### config.mk
export PLATFORM = sky130hd
export DESIGN_NAME = arb_mux_n
export DESIGN_NICKNAME = d
export VERILOG_FILES = /design/src/rtl/arb_mux_n.sv
export SDC_FILE = /design/constraint.sdc
export NUM_CORES = 1
export LEC_CHECK = 0
export ABC_AREA = 1
export CAP_MARGIN = 20
export CELL_PAD_IN_SITES_DETAIL_PLACEMENT = 0
export CELL_PAD_IN_SITES_GLOBAL_PLACEMENT = 1
export CORE_ASPECT_RATIO = 1.1
export CORE_UTILIZATION = 26
export DETAILED_ROUTE_END_ITERATION = 12
export PLACE_DENSITY_LB_ADDON = 0.1
export SKIP_CTS_REPAIR_TIMING = 1
export SLEW_MARGIN = 20
export SYNTH_ARGS = -nofsm -noshare
export SYNTH_HDL_FRONTEND = slang
export SYNTH_SLANG_ARGS = --single-unit
### constraint.sdc
create_clock -name clk -period 3.2 [get_ports clk]
set_input_delay 0.64 -clock clk [delete_from_list [all_inputs] [get_ports clk]]
set_output_delay 0.64 -clock clk [all_outputs]
set_load 0.02 [all_outputs]
### src/rtl/arb_mux_n.sv
// N-channel arbitrating multiplexer feeding a one-entry registered output buffer.
// Define ARB_MUX_RR_EN for round-robin arbitration; otherwise fixed priority, lowest index wins.
module arb_mux_n #(
  parameter int WIDTH = 32,
  parameter int N     = 4,
  parameter int SELW  = 2
) (
  input  logic               clk,
  input  logic               reset,
  input  logic [N*WIDTH-1:0] in_data,
  input  logic [N-1:0]       in_valid,
  output logic [N-1:0]       in_ready,
  output logic [WIDTH-1:0]   out_data,
  output logic               out_valid,
  input  logic               out_ready,
  output logic [SELW-1:0]    out_sel,
  output logic               dbg_state_o,
  output logic [SELW-1:0]    dbg_ptr_o
);

  // Handshake: a word moves on any edge where valid and ready are both high
  // at the sampling edge; valid must not depend on ready, ready may depend on valid.
  typedef enum logic {
    EMPTY = 1'b0,
    FULL  = 1'b1
  } state_t;

  state_t            state_q;
  logic [WIDTH-1:0]  data_q;
  logic [SELW-1:0]   sel_q;
  logic              load_ok;
  logic              xfer;
  logic [N-1:0]      grant;
  logic [SELW-1:0]   gnt_idx;
  logic              found;

`ifdef ARB_MUX_RR_EN
  logic [SELW-1:0]   ptr_q;
  logic [SELW-1:0]   ptr_d;
  int                idx;

  // Search starts at the pointer and wraps at N, not at 2^SELW.
  always_comb begin
    grant   = '0;
    gnt_idx = '0;
    found   = 1'b0;
    idx     = 0;
    for (int k = 0; k < N; k++) begin
      idx = int'(ptr_q) + k;
      if (idx >= N) idx = idx - N;
      if (!found && in_valid[idx]) begin
        found      = 1'b1;
        grant[idx] = 1'b1;
        gnt_idx    = SELW'(idx);
      end
    end
  end

  always_comb begin
    ptr_d = ptr_q;
    if (xfer) begin
      if (gnt_idx == SELW'(N - 1)) ptr_d = '0;
      else                         ptr_d = gnt_idx + 1'b1;
    end
  end

  assign dbg_ptr_o = ptr_q;
`else
  always_comb begin
    grant   = '0;
    gnt_idx = '0;
    found   = 1'b0;
    for (int k = 0; k < N; k++) begin
      if (!found && in_valid[k]) begin
        found    = 1'b1;
        grant[k] = 1'b1;
        gnt_idx  = SELW'(k);
      end
    end
  end

  assign dbg_ptr_o = '0;
`endif

  assign load_ok  = (state_q == EMPTY) || out_ready;
  assign in_ready = grant & {N{load_ok & ~reset}};
  assign xfer     = |in_ready;

  always_ff @(posedge clk or posedge reset) begin
    if (reset) begin
      state_q <= EMPTY;
      data_q  <= '0;
      sel_q   <= '0;
`ifdef ARB_MUX_RR_EN
      ptr_q   <= '0;
`endif
    end else begin
      if (xfer) begin
        state_q <= FULL;
        data_q  <= in_data[int'(gnt_idx)*WIDTH +: WIDTH];
        sel_q   <= gnt_idx;
      end else if (state_q == FULL && out_ready) begin
        // Drain only: data and index keep their last values.
        state_q <= EMPTY;
      end
`ifdef ARB_MUX_RR_EN
      ptr_q <= ptr_d;
`endif
    end
  end

  assign out_valid   = (state_q == FULL);
  assign out_data    = data_q;
  assign out_sel     = sel_q;
  assign dbg_state_o = state_q;

endmodule
==> results.sh, run 1 <==
export IMPL_place_congestion=0.855
export IMPL_status="finished, final reports clean"
export IMPL_clk_latency_ns=0.28
export IMPL_dpl_worst_slack_ns=0.208
export IMPL_worstHoldPathType="reg -> reg"
export IMPL_start_util_pct=27.0
export IMPL_place_inst=842
export IMPL_ir_drop_uv=180
export IMPL_antenna_found_initial=0
export IMPL_p_leak_nw=2.75
export IMPL_fin_total_pwr_w=0.00185
export IMPL_area_growth_synth_to_final_pct=66.1
export IMPL_wl_per_cell_um=12.9
export IMPL_slew_violations=0
export IMPL_cp_max_fo=5
export IMPL_start_kind="primary input"
export IMPL_fin_crit_ns=2.97
export IMPL_numCtsBuffers=5
export IMPL_final_util_pct=44.8
export IMPL_drc=0
export IMPL_synth_top_family_by_area="simple AND/OR/NAND/NOR gates"
export IMPL_clock_root_buffer="clkbuf_16"
export IMPL_core_sq_um=11100
export IMPL_final_antenna_net_count=0
export IMPL_synthSimpleGateAreaFrac_pct=41.3
export IMPL_grt_pass1_vias=3504
export IMPL_path_clk_slew_ns=0.06
export IMPL_die_h_um=114
export IMPL_comb_power_share_pct=42.7
export IMPL_std_cell_rows=40
export IMPL_finalHoldViolations=0
export IMPL_maxCapViolations=0
export IMPL_layout_setup_ws_ns=0.230
export IMPL_finalSetupViolCount=0
export IMPL_grt_usage_pct=18.8
export IMPL_vias=3575
export IMPL_boundaryPins=177
export IMPL_die_area_sq_um=11900
export IMPL_grt_overflow=0
export IMPL_insertedDiodeCount=0
export IMPL_drtPass1Iterations=6
export IMPL_pwr_share_seq_pct=31.2
export IMPL_critPathArrivalTime_ns=2.33
export IMPL_cp_required_ns=2.56
export IMPL_final_cells=850
export IMPL_yosysSeqAreaShare_pct=29.4
export IMPL_synth_cells=544
export IMPL_synth_area_mux_share_pct=0
export IMPL_p_int_w=0.00121
export IMPL_yosysWarnings=0
export IMPL_grt_max_degree=66
export IMPL_clock_path_buffers=2
export IMPL_clock_sinks=35
export IMPL_synthXorXnorAreaFrac_pct=0
export IMPL_synth_adder_area_share_pct=0
export IMPL_nets=837
export IMPL_die_w_um=104
export IMPL_cts_tree="built"
export IMPL_port_buffers=174
export IMPL_end_kind="output port"
export IMPL_synth_seq_cells=35
export IMPL_worst_slew_pin_slew_ns=0.952
export IMPL_final_layout_size_suffix_gt1_share_pct=2.99
export IMPL_clock_skew_ns=0.00292
export IMPL_powerDensity_nw_per_um2=373
export IMPL_tns_ns=0
export IMPL_fmax_mhz=337
export IMPL_swShare_pct=34.3
export IMPL_grt_first_pass_wirelength_um=17600
export IMPL_synth_cell_types=15
export IMPL_synth_avg_cell_area_sq_um=5.49
export IMPL_post_route_period_util_pct=92.8
export IMPL_rsz0062_at_grt="no"
export IMPL_clock_power_share_pct=26.0
export IMPL_drt_iter0_markers=82
export IMPL_drt_wl_total_um=11000
export IMPL_htreeDepth=2
export IMPL_via_per_inst=4.21
export IMPL_crit_type="in -> out"
export IMPL_synth_compound_area_share_pct=6.54
export IMPL_synth_area_sq_um=2980
export IMPL_num_fill_cells=1223
export IMPL_maxSlewHeadroom_pct=36.5
export IMPL_dpl_hpwl_um=7650
export IMPL_switching_power_w=0.000634
[placed cells by master, fill, tap and decap left out, types with 2 or more instances in the layout]
cell | netlist | layout
buf_4 | 9 | 6
clkbuf_1 | 13 | 2
clkbuf_16 | 0 | 5
clkdlybuf4s50_1 | 0 | 174
conb_1 | 1 | 2
dfrtp_1 | 35 | 35
inv_1 | 135 | 134
inv_2 | 2 | 2
nand2_1 | 230 | 229
nand2_2 | 2 | 3
nand3_1 | 64 | 64
nor2_1 | 7 | 7
o21ai_0 | 34 | 34
[metrics by stage]
stage                     area [sq um]  hold slack, ns
after global placement            4820           0.462
after floorplan                   2990           0.587
after detailed placement          4820           0.466
final                             4960           0.478
after global routing              4960           0.499
after CTS                         4960           0.480
[registers in the layout, summed over array words and instances (netlist names)]
name / count
out_data: 32
out_sel: 2
dbg_state_o: 1
[cells by family (layout without fill, tap and decap cells)]
group                  Yosys count  in the layout
and+or+nand+nor                304            304
AOI/OAI and AO/OA               36             36
buffers and inverters          168            326
other                            1              2
DFF                             35             35
[final timing paths]
path	start	end	slack [ns]	cells past startpoint
hold reg to reg	out_data[28]	out_data[28]	0.48	2
min in group asynchronous	reset	dbg_state_o	0.75	2
setup / recovery	out_ready	in_ready[0]	0.23	6
setup reg to reg	dbg_state_o	out_data[13]	1.57	7
max in group asynchronous	reset	out_data[11]	1.76	3
hold / removal	out_data[28]	out_data[28]	0.48	2
[per-layer routing]
| metal | GRT usage [%] | wire (um) |
|---|---|---|
| met1 | 21.2 | 4600 |
| met2 | 34.8 | 5460 |
| met3 | 4.27 | 618 |
| met4 | 6.76 | 291 |
| met5 | 0 | 0 |
[worst max-delay path, stage by stage]
cell,delay (ns)
clkdlybuf4s50_1,0.48
nor2_1,0.05
nor2_1,0.26
inv_1,0.16
nor2_1,0.11
clkdlybuf4s50_1,0.62
[Yosys cell counts]
cell / instances / area, sq um
nand3_1: 64 / 320
clkbuf_1: 13 / 48.8
buf_2: 9 / 45.0
dfrtp_1: 35 / 876
nor2_4: 1 / 11.3
nand2_2: 2 / 12.5
conb_1: 1 / 3.75
o21ai_4: 1 / 16.3
buf_4: 9 / 67.6
nor2_1: 7 / 26.3
nand2_1: 230 / 863
o21ai_0: 34 / 170
o21ai_2: 1 / 8.76
inv_1: 135 / 507
inv_2: 2 / 7.51
[final cells by class]
class	count	area (sq um)	share of cell area, %
Timing Repair Buffer	181	1810	36.4
Multi-Input combinational cell	342	1440	29.0
Sequential cell	35	876	17.7
Inverter	137	514	10.4
Tap cell	147	184	3.71
Clock buffer	7	133	2.68
Clock inverter	1	5.00	0.101
[power groups by stage]
stage	logic [W]	registers, W	clock network, W
finish	0.000790	0.000577	0.000482
global route	0.000867	0.000589	0.000515
CTS	0.000803	0.000578	0.000497
detailed placement	0.000799	0.000585	0
global placement	0.000798	0.000582	0
floorplan	0.000274	0.000688	0
Power figures use the tool's default switching activity.
==> run 2: changes to the inputs <==
--- a/config.mk
+++ b/config.mk
@@ -12,6 +12,7 @@
 export CORE_ASPECT_RATIO = 1.1
 export CORE_UTILIZATION = 26
 export DETAILED_ROUTE_END_ITERATION = 12
+export GPL_ROUTABILITY_DRIVEN = 0
 export PLACE_DENSITY_LB_ADDON = 0.1
 export SKIP_CTS_REPAIR_TIMING = 1
 export SLEW_MARGIN = 20
==> results of run 2 <==
Final layout, timing and power as in run 1 (identical DEF).
